### config.mk
export PLATFORM = sky130hd
export DESIGN_NAME = bitop_arbiter
export DESIGN_NICKNAME = d
export VERILOG_FILES = /design/src/rtl/bitop_arbiter.sv
export SDC_FILE = /design/constraint.sdc
export NUM_CORES = 1
export LEC_CHECK = 0
export CAP_MARGIN = 20
export CORE_UTILIZATION = 40
export DETAILED_ROUTE_END_ITERATION = 8
export PLACE_DENSITY = 0.72
export SLEW_MARGIN = 20
export SYNTH_ARGS = -nofsm -noshare
export SYNTH_HDL_FRONTEND = slang
export SYNTH_SLANG_ARGS = --single-unit
### constraint.sdc
create_clock -name clk -period 2.15 [get_ports clk]
set_input_delay 0.43 -clock clk [delete_from_list [all_inputs] [get_ports clk]]
set_output_delay 0.43 -clock clk [all_outputs]
set_load 0.005 [all_outputs]
### src/rtl/bitop_arbiter.sv
// ---------------------------------------------------------------------------
// bitop_arbiter
//
// Four requesters share one bitwise-operation unit. A round-robin arbiter
// picks one pending requester while idle, latches its operands, evaluates
// the selected bitwise operation and holds the registered result until the
// consumer accepts it. Only one transaction is in flight at a time.
//
// Opcodes: 00 a|b, 01 a&b, 10 a^b, 11 ~a (b ignored).
//
// Ports
//   clk         single clock, rising edge
//   rst         synchronous, active-high reset
//   req_valid   [NREQ]          per-requester request strobe
//   req_ready   [NREQ]          per-requester accept (one-hot or zero)
//   req_a       [NREQ*WIDTH]    operand A, requester i at [i*WIDTH +: WIDTH]
//   req_b       [NREQ*WIDTH]    operand B, packed as req_a
//   req_op      [NREQ*2]        opcode, requester i at [i*2 +: 2]
//   rsp_valid                   result valid
//   rsp_ready                   consumer accept for the result
//   rsp_id      [2]             requester index owning the result
//   rsp_data    [WIDTH]         registered result
//   done_count  [8]             completed responses, wraps 255 -> 0
//
// NREQ is fixed at 4 (2-bit requester id).
// ---------------------------------------------------------------------------
module bitop_arbiter #(
    parameter int WIDTH = 4,
    parameter int NREQ  = 4
) (
    input  logic                  clk,
    input  logic                  rst,
    input  logic [NREQ-1:0]       req_valid,
    output logic [NREQ-1:0]       req_ready,
    input  logic [NREQ*WIDTH-1:0] req_a,
    input  logic [NREQ*WIDTH-1:0] req_b,
    input  logic [NREQ*2-1:0]     req_op,
    output logic                  rsp_valid,
    input  logic                  rsp_ready,
    output logic [1:0]            rsp_id,
    output logic [WIDTH-1:0]      rsp_data,
    output logic [7:0]            done_count
);

    localparam logic [1:0] ST_IDLE = 2'd0;
    localparam logic [1:0] ST_EXEC = 2'd1;
    localparam logic [1:0] ST_RESP = 2'd2;

    localparam logic [1:0] OP_OR  = 2'b00;
    localparam logic [1:0] OP_AND = 2'b01;
    localparam logic [1:0] OP_XOR = 2'b10;
    localparam logic [1:0] OP_NOT = 2'b11;

    logic [1:0]       state;
    logic [1:0]       last_grant;

    // Operands captured on the accept cycle; inputs are not looked at again.
    logic [WIDTH-1:0] lat_a;
    logic [WIDTH-1:0] lat_b;
    logic [1:0]       lat_op;
    logic [1:0]       lat_id;

    logic             grant_found;
    logic [1:0]       grant_id;
    logic [1:0]       cand;
    logic             accept;

    logic [WIDTH-1:0] sel_a;
    logic [WIDTH-1:0] sel_b;
    logic [1:0]       sel_op;
    logic [WIDTH-1:0] result;

    // -----------------------------------------------------------------------
    // Round-robin search starting just after the last completed requester.
    // The k=4 step lands back on last_grant itself, so a lone requester
    // can be granted repeatedly.
    // -----------------------------------------------------------------------
    always_comb begin
        grant_found = 1'b0;
        grant_id    = last_grant;
        cand        = last_grant;
        for (int unsigned k = 1; k <= 4; k++) begin
            cand = last_grant + 2'(k);
            if (!grant_found && req_valid[cand]) begin
                grant_found = 1'b1;
                grant_id    = cand;
            end
        end
    end

    // Accept only in IDLE and never while reset is asserted.
    assign accept = (state == ST_IDLE) && grant_found && !rst;

    always_comb begin
        req_ready = '0;
        if (accept) begin
            req_ready[grant_id] = 1'b1;
        end
    end

    // Operand mux for the granted requester.
    always_comb begin
        sel_a  = '0;
        sel_b  = '0;
        sel_op = '0;
        for (int unsigned i = 0; i < NREQ; i++) begin
            if (grant_id == 2'(i)) begin
                sel_a  = req_a[i*WIDTH +: WIDTH];
                sel_b  = req_b[i*WIDTH +: WIDTH];
                sel_op = req_op[i*2 +: 2];
            end
        end
    end

    always_comb begin
        result = '0;
        case (lat_op)
            OP_OR:   result = lat_a | lat_b;
            OP_AND:  result = lat_a & lat_b;
            OP_XOR:  result = lat_a ^ lat_b;
            OP_NOT:  result = ~lat_a;
            default: result = '0;
        endcase
    end

    // rsp_valid is a pure decode of the state register.
    assign rsp_valid = (state == ST_RESP);

    always_ff @(posedge clk) begin
        if (rst) begin
            state      <= ST_IDLE;
            last_grant <= 2'd3;
            lat_a      <= '0;
            lat_b      <= '0;
            lat_op     <= '0;
            lat_id     <= '0;
            rsp_id     <= '0;
            rsp_data   <= '0;
            done_count <= '0;
        end else begin
            case (state)
                ST_IDLE: begin
                    if (accept) begin
                        lat_a  <= sel_a;
                        lat_b  <= sel_b;
                        lat_op <= sel_op;
                        lat_id <= grant_id;
                        state  <= ST_EXEC;
                    end
                end
                ST_EXEC: begin
                    rsp_data <= result;
                    rsp_id   <= lat_id;
                    state    <= ST_RESP;
                end
                ST_RESP: begin
                    // Returning to IDLE (rather than accepting here) gives
                    // the 3-cycle minimum accept spacing.
                    if (rsp_ready) begin
                        last_grant <= rsp_id;
                        done_count <= done_count + 8'd1;
                        state      <= ST_IDLE;
                    end
                end
                default: begin
                    state <= ST_IDLE;
                end
            endcase
        end
    end

endmodule

=== Yosys cells after proc, flatten, opt, wreduce, memory -nomap -nowiden ===
Cells that the tools add are included.

* Order comparisons: 6
* Add/subtract/negate cells: 4
* Reductions and logical operators: 16
* Multiplexer cells: 35
* Bitwise gates (word level): 4
* Equality and inequality tests: 10

{| class="wikitable"
|+ Operator list
! cell !! count
|-
| $mux 4 || 9
|-
| $mux 2 || 10
|-
| $pmux 4 s4 || 1
|-
| $lt 2x3->1 const B || 5
|-
| $eq 2x2->1 const B || 5
|-
| $mux 1 || 9
|-
| $add 8x1->8 const B || 1
|-
| $bmux 1 s2 || 4
|-
| $eq 2x1->1 const B || 3
|-
| $logic_and 1x1->1 || 6
|-
| $logic_not 2->1 || 3
|-
| $pmux 2 s3 || 1
|-
| $reduce_and 2->1 || 3
|-
| $add 2x2->2 const B || 2
|-
| $and 4x4->4 || 1
|-
| $logic_not 1->1 || 4
|-
| $not 4->4 || 1
|-
| $or 4x4->4 || 1
|-
| $xor 4x4->4 || 1
|-
| $add 2x1->2 const B || 1
|-
| $demux 1 s2 || 1
|-
| $ge 2x1->1 const B || 1
|-
| $ne 2x1->1 const B || 1
|-
| $ne 2x2->1 const B || 1
|}

* Word-level logic and storage cells: 84
* Register bits after elaboration: 30
* Output and inout bits: 19

=== Depth between registers and ports, before layout ===
Gate-level depths: netlist of the first run.

* Depth in word-level cells: 18
* Mapped depth: 8
* Depth with buffers taken out: 7

=== Worst setup path after synthesis of the first run ===
OpenSTA, ideal clock, no wires.

* Kind: input -> output
* Start: in req_valid[3]
* End: out req_ready[1]
* Arrival: 1473 ps
* Buffers on the path: 3
* Stages on the path: 7
* Slack: 247 ps
* Data required time: 1720 ps
* Cells stage by stage: buf_4 > nor4_1 > or4_1 > buf_6 > inv_4 > buf_8 > and2_1

* Cells in the longest elaborated chain, start to end: 17
* Elaborated cells on any way between the ends: 30
* Those cells by class: order compare: 2; mux: 19; reduce/logical: 9

{| class="wikitable"
|+ RTL lines
! item !! RTL line !! source
|-
| start: declaration || 33 || <nowiki>input logic [NREQ-1:0] req_valid,</nowiki>
|-
| $bmux 1 s2 || 84 || <nowiki>if (!grant_found && req_valid[cand]) begin</nowiki>
|-
| $mux 1 (not written as such) || 84 ||
|-
| $mux 1 || 84 ||
|-
| $logic_not 1->1 || 84 ||
|-
| $logic_and 1x1->1 || 84 ||
|-
| $mux 1 || 84 ||
|-
| $logic_not 1->1 || 84 ||
|-
| $logic_and 1x1->1 || 84 ||
|-
| $mux 1 || 84 ||
|-
| $logic_not 1->1 || 84 ||
|-
| $logic_and 1x1->1 || 84 ||
|-
| $mux 2 || 84 ||
|-
| $lt 2x3->1 (not written as such) / $ge 2x1->1 (equally long branches) || 97 || <nowiki>req_ready[grant_id] = 1'b1;</nowiki>
|-
| $logic_and 1x1->1 (not written as such) || 97 ||
|-
| $mux 1 (not written as such) || 97 ||
|-
| $demux 1 s2 || 97 ||
|-
| $mux 4 (*) || 96 || <nowiki>if (accept) begin</nowiki>
|-
| end: declaration || 34 || <nowiki>output logic [NREQ-1:0] req_ready,</nowiki>
|}

Every way passes the cells marked *; elsewhere a longest branch is shown, timed or not. The select of a mux whose other input is x is not followed.

=== Final worst setup path of the first run ===
* Start: in req_valid[0]
* End: out req_ready[1]

Same word-level chain as after synthesis.

==> results of run 1 <==
==> report_power, final <==
group	total (mW)	internal [mW]	switching, mW
sequential	0.638	0.600	0.0383
clock	0.466	0.258	0.208
combinational	0.490	0.269	0.221
total	1.59	1.13	0.468
==> worst paths after layout <==
check             slack [ns]  cells past startpoint           end          start
setup / recovery        0.06                      7  req_ready[1]   req_valid[0]
hold reg to reg         0.47                      2     rsp_id[1]      lat_id[1]
setup reg to reg        0.31                      8      lat_a[3]  last_grant[0]
hold / removal          0.47                      2     rsp_id[1]      lat_id[1]
==> through the flow <==
| step | area (µm²) | std cells | setup WS, ns |
|---|---|---|---|
| after CTS | 2860 | 363 | 0.00860 |
| after floorplan | 1970 | 219 | 0.247 |
| after global routing | 2870 | 364 | -0.00137 |
| final | 2870 | 364 | 0.0582 |
| after global placement | 2730 | 353 | -0.584 |
| after detailed placement | 2730 | 353 | -0.587 |
==> synthesized netlist by cell type, drive strengths merged, types with 9 or more instances <==
cell type,number
a211oi,9
a21boi,9
a21oi,10
a221oi,16
and3,10
buf,13
dfxtp,30
ha,9
inv,14
nand2,11
nor2,24
o21ai,13
==> metal layers <==
metal | vias up | wire [µm]
met5 | - | 0
met4 | 0 | 55
met2 | 46 | 2040
met1 | 829 | 2310
li1 | 949 | -
met3 | 4 | 222
==> area by class of cell <==
cell class / count / area, µm² / area share
Multi-Input combinational cell: 155 / 1210 / 0.423
Timing Repair Buffer: 90 / 822 / 0.287
Sequential cell: 30 / 602 / 0.210
Clock buffer: 7 / 86.3 / 0.0301
Tap cell: 67 / 83.8 / 0.0292
Inverter: 14 / 55.1 / 0.0192
Clock inverter: 1 / 5.00 / 0.00174
==> repair_timing <==
action	in CTS	in global routing
gates resized for setup	33	5
endpoints found under the hold margin	0	0
setup buffers	2	1
pin swaps	4	0
endpoints found under the setup margin	4	4
==> critical path: stages <==
cell	delay [ns]
clkdlybuf4s15_2	0.19
nor4_2	0.05
or4_4	0.56
inv_4	0.09
buf_4	0.11
and2_1	0.12
buf_2	0.11
==> cell families (layout without fill, tap and decap cells) <==
kind of cell | Yosys count | in the layout | share of synthesized area
buffers and inverters | 34 | 112 | 0.0987
and+or+nand+nor | 70 | 70 | 0.186
muxes | 4 | 4 | 0.0331
DFF | 30 | 30 | 0.306
AOI/OAI and AO/OA | 65 | 65 | 0.288
adders and majority gates | 9 | 9 | 0.0573
xor gates and xnor gates | 7 | 7 | 0.0312
==> flip-flops by register name, indices dropped and copies added, names as in the netlist, 4 cells and up <==
signal      flops
done_count      8
lat_b           4
lat_a           4
rsp_data        4
==> cell usage in the layout (no fill, tap or decap), drive strengths merged, types with 2 or more instances in the layout <==
cell / count
nand2b: 4
nor3: 4
nand4: 2
and3: 10
clkbuf: 9
a21boi: 9
nor3b: 2
a211o: 2
mux4: 2
inv: 14
xor2: 5
a221oi: 16
mux2i: 2
nor2b: 3
and2: 2
clkdlybuf4s50: 56
a21oi: 10
dfxtp: 30
buf: 27
nand2: 11
nor2: 24
xnor2: 2
a211oi: 9
o21ai: 13
nand3: 3
clkdlybuf4s15: 4
a31oi: 3
ha: 9
==> out/metrics.cfg, run 1 <==
[sta]
post-route-period-util=0.973
final.setup.tns_ns=0
relSlewSlack=0.730
finalClockSkew_ns=0.00815
maxSlewViolCount=0
hold_slack_ns=0.471
setup_viol=0
worst_pin_slew_ns=0.406
period_minus_slack_ns=2.09
max_freq_mhz=478
timing.final.hold_violations=0

[clocking]
clkTransAtPathRegs_ns=0.06
ctsHoldBuffers=0
cts-root-buf=clkbuf_8
clock_sinks=30
clk_latency_ns=0.28
cts_buffer_depth=2
cts_htree_levels=2
cts_tree=built
cts_buffers=5

[grt]
antenna_found_initial=0
grtUsageTotal=0.191
grt_overflow=0
grt_max_degree=30
grt_use_met1=0.263
grt_pass1_vias=1687
grt_use_met3=0.0500
grt_pass1_wl_mm=7.73
busiest_layer=met2
grtUsageMet2=0.291

[final_layout]
nets=352
n_fill_cell=424
synthToLayoutAreaGrowth_pct=46.0
drive_gt1_frac=0.256
utilization=0.607
antenna_cells=0

[die]
core-area_um2=4720
fp.dieW_um=72.1
start_util=0.416
rows=25
io_pins=66
design.die.area_um2=5200
die_h_um=72.1

[synth]
synth.top_cell.area_share=0.306
async_flop_share=0
syn_nets=275
ys_ff_latch=30
synth.distinct_cells=44
netlist_area_um2=1970
synth_top_area_cell=dfxtp_1
syn_inst=219
synth_edf_count=0
ys_warn_count=0
seq_area_frac_synth=0.306
syn_area_per_cell_um2=8.98
synthTopCellsByArea=dfxtp_1 (31%), a221oi_2 (11%), ha_1 (5.7%)
synthFlopType=dfxtp_1

[route]
postRouteAntennaNets=0
wl_mm=4.62
wl_per_cell_um=12.7
drt_pass1_iterations=4
vias_per_cell=5.02
drc_errors=0
drt_iter0_drc=70
vias=1828

[worst_hold_path]
hp-class=register to register

[placement]
dp_hpwl_mm=3.51
io_buffer_count=65
gp_congestion=0.831

[critical_path]
cp-start-kind=input port
required_ns=1.72
critPathKind=input port to primary output
worstPathArrival_ns=1.66
endpoint_kind=primary output
critPathMaxFanout=4

[pwr]
max-vdd-ir-drop_mv=0.213
finalPower_mw=1.59
power.density_nw_per_um2=556
power_leakage_nw=1.16

[run_status]
status=finished clean

[job]
cap_violations=0

(Power assumes the default switching activity.)
==> run 2: changes to the inputs <==
- MAX_ROUTING_LAYER: not set -> met4
==> run 2 against run 1 <==
Clock-buffer cell count unchanged. Setup slack about the same. Utilization unchanged. Wire length barely moved. Critical path type unchanged. Highest routed layer unchanged.
==> out/metrics.cfg, run 2 (synthesis gave the netlist of run 1 again) <==
[route]
postRouteAntennaNets=0
wl_per_cell_um=12.7
vias=1832
drt_pass1_iterations=4
drt_iter0_drc=69
vias_per_cell=5.03
drc_errors=0
wl_mm=4.62

[pwr]
power_frac_seq=0.401
power_leakage_nw=1.16
max-vdd-ir-drop_mv=0.213
pwr-share-clk=0.292
switching_share=0.293
p_int_mw=1.13
power.density_nw_per_um2=555
switchingPower_mw=0.466
combPwrFrac=0.307

[placement]
dp_hpwl_mm=3.51
place_area_um2=2730
dp_slack_ns=-0.587
gp_congestion=0.843
io_buffer_count=65

[run_status]
status=finished clean

[critical_path]
required_ns=1.72
critPathMaxFanout=4
r2r_end=lat_a[3]
critPathKind=input port to primary output
r2r-start=last_grant[0]
endpoint_kind=primary output
setup.reg_to_reg.worst_slack_ns=0.31
worstPathArrival_ns=1.66
cp-start-kind=input port
ff2ff_path_depth=8

[worst_hold_path]
whs_path_depth=2
hold_path_end=rsp_id[1]
hp-class=register to register
hold_start=lat_id[1]

[die]
core-area_um2=4720
start_util=0.416
io_pins=66
design.die.area_um2=5200
die_h_um=72.1
fp.dieW_um=72.1
rows=25

[clocking]
cts_buffer_depth=2
cts_tree=built
cts_htree_levels=2
clkTransAtPathRegs_ns=0.06
clock_sinks=30
clk_latency_ns=0.28
cts_buffers=5
cts-root-buf=clkbuf_8

[final_layout]
regMostFlops=done_count
nets=352
layout_commonest_cell=clkdlybuf4s50_1
utilization=0.607
register_area_um2=602
drive_gt1_frac=0.256
final_cell_area_um2=2870
final_cell_mix=clkdlybuf4s50_1 (56), dfxtp_1 (29), buf_4 (25)
n_fill_cell=424
multi_input_area_um2=1210
antenna_cells=0
largest_reg_flops=8
synthToLayoutAreaGrowth_pct=46.0

[sta]
maxSlewViolCount=0
post-route-period-util=0.973
worst_pin_slew_ns=0.408
finalClockSkew_ns=0.00497
timing.final.hold_violations=0
period_minus_slack_ns=2.09
max_freq_mhz=478
setup_viol=0
relSlewSlack=0.728
setup_slack_ns=0.0583
final.setup.tns_ns=0
hold_slack_ns=0.471

[grt]
antenna_found_initial=0
grt_pass1_wl_mm=7.77
grtUsageTotal=0.198
grt_use_met3=0.0542
grtUsageMet2=0.291
grt_pass1_vias=1692
grt_max_degree=30
busiest_layer=met2
grt_use_met1=0.264
grt_overflow=0

[job]
cap_violations=0

run 2: final cells by class:
class | count | area share
Multi-Input combinational cell | 155 | 0.423
Tap cell | 67 | 0.0292
Clock buffer | 7 | 0.0301
Inverter | 14 | 0.0192
Sequential cell | 30 | 0.210
Clock inverter | 1 | 0.00174
Timing Repair Buffer | 90 | 0.287
run 2: metrics by stage:
step           power, mW  cells
6_report            1.59    364
3_5_place_dp        1.13    353
2_1_floorplan      0.936    219
5_1_grt             1.69    364
3_3_place_gp        1.12    353
4_1_cts             1.60    363
run 2: worst max path at each step:
stage,startpoint,endpoint,slack [ns]
after floorplan,req_valid[3],req_ready[1],0.25
after CTS,req_valid[0],req_ready[0],0.009
final,req_valid[0],req_ready[1],0.06
after detailed placement,req_valid[0],req_ready[3],-0.59
after global placement,req_valid[1],req_ready[0],-0.58
after global routing,req_valid[1],req_ready[1],-0.001
run 2: power groups by stage:
stage | Clock, mW | Sequential (mW) | Combinational (mW)
2_1_floorplan | 0 | 0.634 | 0.302
3_3_place_gp | 0 | 0.648 | 0.472
3_5_place_dp | 0 | 0.650 | 0.481
4_1_cts | 0.477 | 0.638 | 0.489
5_1_grt | 0.505 | 0.645 | 0.537
6_report | 0.464 | 0.639 | 0.490
run 2: metal layers:
layer	up-vias	routed length, µm	part of all wire
met4	0	62	0.013
li1	950	-	-
met3	5	224	0.048
met5	-	0	0
met2	46	2020	0.44
met1	831	2310	0.50
run 2: what timing repair did:
item / CTS / global route
gates resized for setup: 33 / 5
hold buffers: 0 / 0
buffers inserted: 2 / 1
endpoints found under the setup margin: 4 / 4
pin swaps: 4 / 0
cloned: 0 / 0
run 2: worst max-delay path, stage by stage:
cell and delay (ns):
clkdlybuf4s15_2 0.19, nor4_2 0.05, or4_4 0.56, inv_4 0.09
buf_4 0.11, and2_1 0.12, buf_2 0.11
